[src/rtl/sound_scheduler_if.sv]
// sound_scheduler_if: request/tone bundle between the game logic and the sound scheduler
// master: drives req_paddle/req_brick/req_miss, observes audio_addr/note/tone_active/busy
// slave:  the scheduler side of the same signals
interface sound_scheduler_if;
    logic       req_paddle;
    logic       req_brick;
    logic       req_miss;
    logic [4:0] audio_addr;
    logic [1:0] note;
    logic       tone_active;
    logic       busy;
    modport master (output req_paddle, req_brick, req_miss, input audio_addr, note, tone_active, busy);
    modport slave (input req_paddle, req_brick, req_miss, output audio_addr, note, tone_active, busy);
endinterface

[src/rtl/sound_scheduler.sv]
// sound_scheduler: arbitrates paddle/brick/miss sounds onto the shared sine ROM address path
// clk50mhz: system clock; reset_button: asynchronous active-low reset
// bus (slave): req_* rising-edge requests in; audio_addr, note, tone_active, busy registered out
module sound_scheduler #(
    parameter int unsigned HALF_DO    = 2986,
    parameter int unsigned HALF_RE    = 2660,
    parameter int unsigned HALF_MI    = 2369,
    parameter int unsigned HALF_SOL   = 1993,
    parameter int unsigned DUR_CYCLES = 5000000,
    parameter int unsigned GAP_CYCLES = 1000000
) (
    input  logic             clk50mhz,
    input  logic             reset_button,
    sound_scheduler_if.slave bus
);
    localparam int unsigned MAXH = HALF_DO > HALF_RE ? (HALF_DO > HALF_MI ? (HALF_DO > HALF_SOL ? HALF_DO : HALF_SOL) : (HALF_MI > HALF_SOL ? HALF_MI : HALF_SOL)) : (HALF_RE > HALF_MI ? (HALF_RE > HALF_SOL ? HALF_RE : HALF_SOL) : (HALF_MI > HALF_SOL ? HALF_MI : HALF_SOL));
    localparam int unsigned MAXT = DUR_CYCLES > GAP_CYCLES ? DUR_CYCLES : GAP_CYCLES;
    localparam int unsigned MAXP = MAXT > MAXH ? MAXT : MAXH;
    localparam int          CW   = MAXP > 1 ? $clog2(MAXP) : 1;
    typedef enum logic [1:0] {IDLE, TONE, MELODY, GAP} state_t;
    state_t        state_q;
    logic [2:0]    req_q, pend_q, req_w, rise_w, pend_w, pick_w;
    logic [CW-1:0] cnt_q, div_q, half_w;
    logic          phase_q, playing_w, wrap_w, dur_end_w, gap_end_w, restart_w;
    logic [4:0]    addr_q;
    logic [1:0]    note_q;
    always_comb begin
        req_w     = {bus.req_miss, bus.req_brick, bus.req_paddle};
        rise_w    = req_w & ~req_q;
        pend_w    = pend_q | rise_w;
        pick_w    = pend_w[2] ? 3'b100 : pend_w[1] ? 3'b010 : {2'b00, pend_w[0]};
        half_w    = note_q == 2'd0 ? CW'(HALF_DO) : note_q == 2'd1 ? CW'(HALF_RE) : note_q == 2'd2 ? CW'(HALF_MI) : CW'(HALF_SOL);
        playing_w = state_q == TONE || state_q == MELODY;
        wrap_w    = div_q == half_w - CW'(1);
        dur_end_w = cnt_q == CW'(DUR_CYCLES - 1);
        gap_end_w = cnt_q == CW'(GAP_CYCLES - 1);
        // every state change except none restarts divider, phase, address and cycle counter
        restart_w = state_q == IDLE ? |pend_w : state_q == GAP ? gap_end_w : dur_end_w || (state_q == TONE && rise_w[2]);
    end
    always_ff @(posedge clk50mhz or negedge reset_button) begin
        if (!reset_button) begin
            state_q         <= IDLE;
            req_q           <= '0;
            pend_q          <= '0;
            cnt_q           <= '0;
            div_q           <= '0;
            phase_q         <= 1'b0;
            addr_q          <= '0;
            note_q          <= '0;
            bus.audio_addr  <= '0;
            bus.note        <= '0;
            bus.tone_active <= 1'b0;
            bus.busy        <= 1'b0;
        end else begin
            req_q           <= req_w;
            pend_q          <= pend_w;
            bus.audio_addr  <= addr_q;
            bus.note        <= note_q;
            bus.tone_active <= playing_w;
            bus.busy        <= state_q != IDLE;
            if (playing_w) begin
                cnt_q   <= cnt_q + CW'(1);
                div_q   <= wrap_w ? '0 : div_q + CW'(1);
                phase_q <= phase_q ^ wrap_w;
                // address advances once per full 2*HALF period, on the high-to-low phase wrap
                addr_q  <= addr_q + 5'(wrap_w & phase_q);
            end
            case (state_q)
                IDLE: if (|pend_w) begin
                    state_q <= pick_w[2] ? MELODY : TONE;
                    note_q  <= pick_w[2] ? 2'd3 : pick_w[1] ? 2'd1 : 2'd0;
                    pend_q  <= pend_w & ~pick_w;
                end
                TONE: if (rise_w[2]) begin
                    state_q <= MELODY;
                    note_q  <= 2'd3;
                    pend_q  <= {1'b0, pend_w[1:0]};
                end else if (dur_end_w) begin
                    state_q <= GAP;
                end
                MELODY: begin
                    // a miss during its own melody is dropped rather than queued
                    pend_q <= {pend_q[2], pend_w[1:0]};
                    if (dur_end_w) begin
                        if (note_q == 2'd0) state_q <= GAP;
                        else note_q <= note_q - 2'd1;
                    end
                end
                GAP: if (gap_end_w) state_q <= IDLE;
                     else cnt_q <= cnt_q + CW'(1);
            endcase
            if (restart_w) begin
                cnt_q   <= '0;
                div_q   <= '0;
                phase_q <= 1'b0;
                addr_q  <= '0;
            end
        end
    end
endmodule
[src/flat_wrapper.sv]
// flat-port wrapper written by rule: the top's interface ports become plain ports
module sound_scheduler_flat 
#(
    parameter int unsigned HALF_DO    = 2986,
    parameter int unsigned HALF_RE    = 2660,
    parameter int unsigned HALF_MI    = 2369,
    parameter int unsigned HALF_SOL   = 1993,
    parameter int unsigned DUR_CYCLES = 5000000,
    parameter int unsigned GAP_CYCLES = 1000000
)
  (clk50mhz, reset_button, bus_req_paddle, bus_req_brick, bus_req_miss, bus_audio_addr, bus_note, bus_tone_active, bus_busy);
  sound_scheduler_if bus_i ();
  input  logic clk50mhz;
  input  logic reset_button;
  input wire logic [$bits(bus_i.req_paddle)-1:0] bus_req_paddle;
  input wire logic [$bits(bus_i.req_brick)-1:0] bus_req_brick;
  input wire logic [$bits(bus_i.req_miss)-1:0] bus_req_miss;
  output wire logic [$bits(bus_i.audio_addr)-1:0] bus_audio_addr;
  output wire logic [$bits(bus_i.note)-1:0] bus_note;
  output wire logic [$bits(bus_i.tone_active)-1:0] bus_tone_active;
  output wire logic [$bits(bus_i.busy)-1:0] bus_busy;
  assign bus_i.req_paddle = bus_req_paddle;
  assign bus_i.req_brick = bus_req_brick;
  assign bus_i.req_miss = bus_req_miss;
  assign bus_audio_addr = bus_i.audio_addr;
  assign bus_note = bus_i.note;
  assign bus_tone_active = bus_i.tone_active;
  assign bus_busy = bus_i.busy;
  sound_scheduler #(.HALF_DO(HALF_DO), .HALF_RE(HALF_RE), .HALF_MI(HALF_MI), .HALF_SOL(HALF_SOL), .DUR_CYCLES(DUR_CYCLES), .GAP_CYCLES(GAP_CYCLES)) u_core (.clk50mhz(clk50mhz), .reset_button(reset_button), .bus(bus_i));
endmodule
[config.mk]
export PLATFORM = sky130hd
export DESIGN_NAME = sound_scheduler_flat
export DESIGN_NICKNAME = d
export VERILOG_FILES = /design/src/rtl/sound_scheduler_if.sv /design/src/rtl/sound_scheduler.sv /design/src/flat_wrapper.sv
export SDC_FILE = /design/constraint.sdc
export NUM_CORES = 1
export LEC_CHECK = 0
export ABC_AREA = 1
export ABC_CLOCK_PERIOD_IN_PS = 2850
export CELL_PAD_IN_SITES_DETAIL_PLACEMENT = 1
export CELL_PAD_IN_SITES_GLOBAL_PLACEMENT = 1
export CORE_MARGIN = 2
export CORE_UTILIZATION = 45
export CTS_CLUSTER_SIZE = 16
export DETAILED_ROUTE_END_ITERATION = 10
export PLACE_DENSITY = 0.78
export SYNTH_ARGS = -nofsm -noshare
export SYNTH_HDL_FRONTEND = slang
export SYNTH_SLANG_ARGS = --single-unit
[constraint.sdc]
create_clock -name clk50mhz -period 2.85 [get_ports clk50mhz]
set_input_delay 0.285 -clock clk50mhz [delete_from_list [all_inputs] [get_ports clk50mhz]]
set_output_delay 0.285 -clock clk50mhz [all_outputs]
set_load 0.05 [all_outputs]
### After elaboration in Yosys (flattened, before gate mapping)

Cells that the tools add are included.

* bits in writable memories: 0
* output and inout port bits: 9
* memory bits (read-only): 0
* flip-flop bits (word level): 71
* latch bits: 0
* memories kept: 0

* muxes and demuxes: 36
* equal/unequal tests: 15
* reductions and logical operators: 11
* add/sub/neg operators: 5
* order comparisons: 0
* bitwise gates (word level): 7
* shifts and indexed selects: 0
* div/mod/pow operators: 0
* multiply operators: 0

Operator list (count)
* 23-bit two-way mux: 9
* 23-bit by 1-bit adder with 23-bit output (second input constant): 2
* 2-bit two-way mux: 13
* 23-bit by 20-bit equality test with 1-bit output (second input constant): 1
* 23-bit equality test: 1
* 23-bit equality test (second input constant): 1
* 23-bit by 1-bit subtractor with 23-bit output (second input constant): 1
* 12-bit two-way mux: 1
* 5-bit two-way mux: 2
* 5-bit AND reduction: 2
* 3-bit two-way mux: 3
* 3-bit case mux with 3 select lines: 1
* 2-bit case mux with 4 select lines: 1
* 3-bit AND: 2
* 2-bit equality test (second input constant): 3
* 2-bit by 1-bit inequality test with 1-bit output (second input constant): 3
* 2-bit inequality test (second input constant): 3
* 3-bit NOT: 2
* 2-bit case mux with 3 select lines: 1
* 5-bit adder: 1
* 1-bit two-way mux: 5
* 2-bit by 1-bit equality test with 1-bit output (second input constant): 2
* 2-bit zero test: 2
* 2-bit nonzero test: 2
* other kinds (9): 10

### Depth between registers and ports, before layout

Gate-level depths: netlist of the first run.

* depth after elaboration: 10
* depth in mapped cells: 17

### Worst setup path before layout of the first run

No wires, ideal clock.

* path type: register to register
* start point: register u_core.note_q[0]
* end point: register u_core.addr_q[4]
* library setup time: 0.120 ns
* cell stages (with the launch flop): 16
* required time: 2.730 ns
* buffers on the path: 0
* slack: 0.498 ns
* arrival: 2.232 ns
* cells stage by stage: dfrtp_1 > inv_1 > ha_1 > nand2_1 > nor2_1 > nand3_1 > nand2_1 > nor2_1 > nand3_1 > inv_1 > ha_1 > ha_1 > ha_1 > nand4_1 > xor2_1 > nor2_1

* longest elaborated chain between the ends: 10
* elaborated cells between the ends (all ways): 12
* classes of those cells: add/sub: 2; eq/ne: 3; mux: 5; bitwise: 1; reduce/logical: 1

Ends and longest elaborated chain
* start, declared: RTL line sound_scheduler.sv:26 `logic [1:0] note_q;`
* start signal, assigned: RTL line sound_scheduler.sv:71 `note_q <= pick_w[2] ? 2'd3 : pick_w[1] ? 2'd1 : 2'd0;`
* start signal, assigned: RTL line sound_scheduler.sv:86 `else note_q <= note_q - 2'd1;`
* 2-bit equality test: RTL line sound_scheduler.sv:32 `half_w = note_q == 2'd0 ? CW'(HALF_DO) : note_q == 2'd1 ? CW'(HALF_RE) : note_q == 2'd2 ? CW'(HALF_MI) : CW'(H ...`
* 12-bit two-way mux: RTL line sound_scheduler.sv:32
* 23-bit two-way mux: RTL line sound_scheduler.sv:32
* 23-bit two-way mux *: RTL line sound_scheduler.sv:32
* 23-bit by 1-bit subtractor with 23-bit output *: RTL line sound_scheduler.sv:34 `wrap_w = div_q == half_w - CW'(1);`
* 23-bit equality test *: RTL line sound_scheduler.sv:34
* 1-bit AND *: RTL line sound_scheduler.sv:66 `addr_q <= addr_q + 5'(wrap_w & phase_q);`
* 5-bit adder *: RTL line sound_scheduler.sv:66
* 5-bit two-way mux *: RTL line sound_scheduler.sv:61 `if (playing_w) begin`
* 5-bit two-way mux *: RTL line sound_scheduler.sv:92 `if (restart_w) begin`
* end signal, assigned: RTL line sound_scheduler.sv:66
* end, declared: RTL line sound_scheduler.sv:25 `logic [4:0] addr_q;`

Mark *: on every way between the ends. The rest lies on a longest branch, timed or not. The select of a mux whose other input is x is not followed.
A chain may end at the register's enable or synchronous reset.

### Worst setup path after layout of the first run

* start point: register u_core.note_q[1]
* end point: register u_core.addr_q[4]

Same word-level chain as after synthesis.

==> results of run 1 <==
## cell usage after synthesis (all sizes together), types with 8 or more instances
| master | n |
|---|---|
| a21oi | 30 |
| buf | 8 |
| dfrtp | 71 |
| ha | 18 |
| inv | 74 |
| nand2 | 191 |
| nand3 | 39 |
| nand4 | 14 |
| nor2 | 127 |
| nor3 | 9 |
| o21ai | 12 |
| xor2 | 18 |
## power by group
part	internal, mW	total (mW)	switching, mW
clock	0.407	0.819	0.411
sequential	1.13	1.25	0.119
combinational	0.547	1.95	1.40
total	2.09	4.02	1.94
## path summary, 6_finish.rpt
path | endpoint | slack [ns] | cells past startpoint
worst max-delay path | u_core.addr_q[4]$_DFFE_PN0P_ | 0.24 | 16
worst min-delay path | u_core.cnt_q[3]$_DFF_PN0_ | 0.05 | 1
worst max register to register | u_core.addr_q[4]$_DFFE_PN0P_ | 0.24 | 16
worst min register to register | u_core.bus.audio_addr[4]$_DFF_PN0_ | 0.40 | 0
max in group asynchronous | u_core.note_q[0]$_DFFE_PN0P_ | 2.10 | 1
min in group clk50mhz | u_core.req_q[0]$_DFF_PN0_ | 0.39 | 1
## registers in the layout (all words and copies together), names as in the netlist
signal,count
u_core.cnt_q,23
u_core.div_q,23
u_core.addr_q,5
u_core.bus.audio_addr,5
u_core.pend_q,3
u_core.req_q,3
u_core.bus.note,2
u_core.note_q,2
u_core.state_q,2
u_core.bus.busy,1
u_core.bus.tone_active,1
u_core.phase_q,1
## layer usage
| layer | wire length, microns | track usage, % | vias up | part of all wire [%] |
|---|---|---|---|---|
| met5 | 0 | 0 | - | 0 |
| met4 | 344 | 10.6 | 0 | 3.1 |
| met3 | 175 | 3.16 | 24 | 1.6 |
| met2 | 5900 | 43.2 | 35 | 53 |
| met1 | 4810 | 26.5 | 1889 | 43 |
| li1 | - | - | 1965 | - |
## cell type report
class                   count  area [sq um]  share of cell area [%]
repair buffers             15           143                    2.94
flip-flops and latches     71          1780                    36.6
multi-input cells         466          2290                    47.3
clock buffers               9           124                    2.55
clock inverters             7          71.3                    1.47
inverters                  74           278                    5.72
well taps                 133           166                    3.43
## what timing repair did
item                                    4_1_cts  5_1_grt
hold buffers                                  0        0
endpoints found under the hold margin         0        0
gates resized for setup                       0        3
endpoints found under the setup margin        0        3
setup buffers                                 0        0
## cells by family (layout without fill, tap and decap cells)
| group | after synthesis | after routing | share of synthesized area, % |
|---|---|---|---|
| buf+inv | 85 | 105 | 8.19 |
| flops | 71 | 71 | 40.1 |
| fa+ha+maj | 18 | 18 | 5.08 |
| xor+xnor | 21 | 21 | 4.15 |
| compound gates | 46 | 46 | 5.48 |
| simple gates | 381 | 381 | 37.0 |
==> reports/metrics.yaml, run 1 <==
setup_path:
  cp_num_buf_inv: 3
  cp-startpoint: "u_core.note_q[1]$_DFFE_PN0P_"
  crit_arrival_ns: 2.84
  path_delay_family: "simple AND/OR/NAND/NOR gates"
  timing.rr.start: "u_core.note_q[1]$_DFFE_PN0P_"
  worstSetupStartpointType: "flop"
  cpMostUsedCell: "ha_1"
  end_kind: "flop"
  critPathMaxStageDelay_ns: 0.46
  cp_cell_sequence: "inv_1 -> ha_1 -> inv_1 -> nand2_1 -> nand3_1 -> nand2_1 -> nand2_1 -> nor2_1 -> nand3_2 -> inv_1 -> ha_1 -> ha_1 -> ha_1 -> nand4_1 -> xor2_1 -> nor2_1"
  worstSetupPathType: "flop to flop"
  slowest_stage: "dfrtp_2"
  cp.required_ns: 3.08
  path_max_fanout: 7
route:
  dr.pass1.iters: 4
  viasPerCell: 5.05
  first_iter_violations: 110
  wirelength_microns: 11200
  drc: 0
  route.antenna.remaining_nets: 0
  num_vias: 3913
  avgRoutedWirePerCell_microns: 14.5
logic_synthesis:
  synth_top_area_share_pct: 40.1
  synthCells: 622
  netlist_top_cells_area: "dfrtp_1 40%, nand2_1 16%, nor2_1 9.2%, inv_1 6.0%, ha_1 5.1%"
  syn-cell-area_sq_mm: 0.00443
  synth.ff_latch_count: 71
  yosys.area.top_type: "dfrtp_1"
  synth_top_flop_cell: "dfrtp_1"
  synthArstFlopShare_pct: 100
  synth_edf_count: 0
  synth_fp_nets: 645
  synth_area_per_cell_sq_um: 7.12
  seq_area_frac_synth_pct: 40.1
  yosys_warnings: 0
  synth_cell_type_count: 29
cts:
  h-tree-depth: 3
  clk_pin_slew_ns: 0.08
  cts_made_buffers: 9
  clk_path_buf_depth: 2
  cts.sinks: 71
  cts_tree: "done"
  clk_latency_ns: 0.35
  root_buffer: "clkbuf_8"
die:
  fp.dieW_microns: 103
  io_pins: 14
  die-area_sq_mm: 0.0107
  die_h_microns: 103
  start_util_pct: 45.7
  num_rows: 36
  core-area_sq_mm: 0.00968
sta:
  hold_viol: 0
  worst_slack_ns: 0.240
  timing.fmax_mhz: 383
  maxSlewHeadroom_pct: 37.4
  skew_ns: 0.00893
  slew_viol_final: 0
  period_share_pct: 91.6
  whs_ns: 0.0530
  setup_tns_ns: 0
  rsz0062_at_grt: "false"
  min_period_ns: 2.61
  worstMarginPinSlew_ns: 0.939
  setup_viol: 0
placement:
  placed_cell_area_sq_mm: 0.00465
  dp_cells: 759
  dp_hpwl_microns: 8520
  pre_cts_ws_ns: 0.0924
  gp_congestion: 0.855
  io_buffers: 13
layout:
  stdcell_area_sq_mm: 0.00486
  drive_gt1_share_pct: 8.57
  fin_cells: 775
  layout.cells.most_common: "nand2_1"
  utilization_pct: 50.1
  syn_to_final_growth_pct: 9.63
  antennaDiodeCount: 0
  nNetsFinal: 660
  fill_cells: 1260
  mostFrequentLayoutCells: "183 x nand2_1, 109 x nor2_1, 71 x inv_1"
global_routing:
  gr-total-overflow: 0
  antenna_found_initial: 0
  grt_max_degree: 72
  grt_pass1_wl_microns: 19100
  first_global_vias: 4091
  grtUsageTotal_pct: 23.3
worst_hold_path:
  hp-class: "input pin to async pin"
pwr:
  power_density_mw_per_mm2: 829
  total_power_mw: 4.02
  power.leakage_nw: 2.26
  max-vdd-ir-drop_uv: 469
run:
  cap_violations: 0
status:
  status: "completed"
Power figures use the tool's default switching activity.
==> run 2, diff against run 1 <==
CAP_MARGIN = 25   (was unset)
==> results of run 2 <==
Final layout, timing and power as in run 1 (identical DEF).
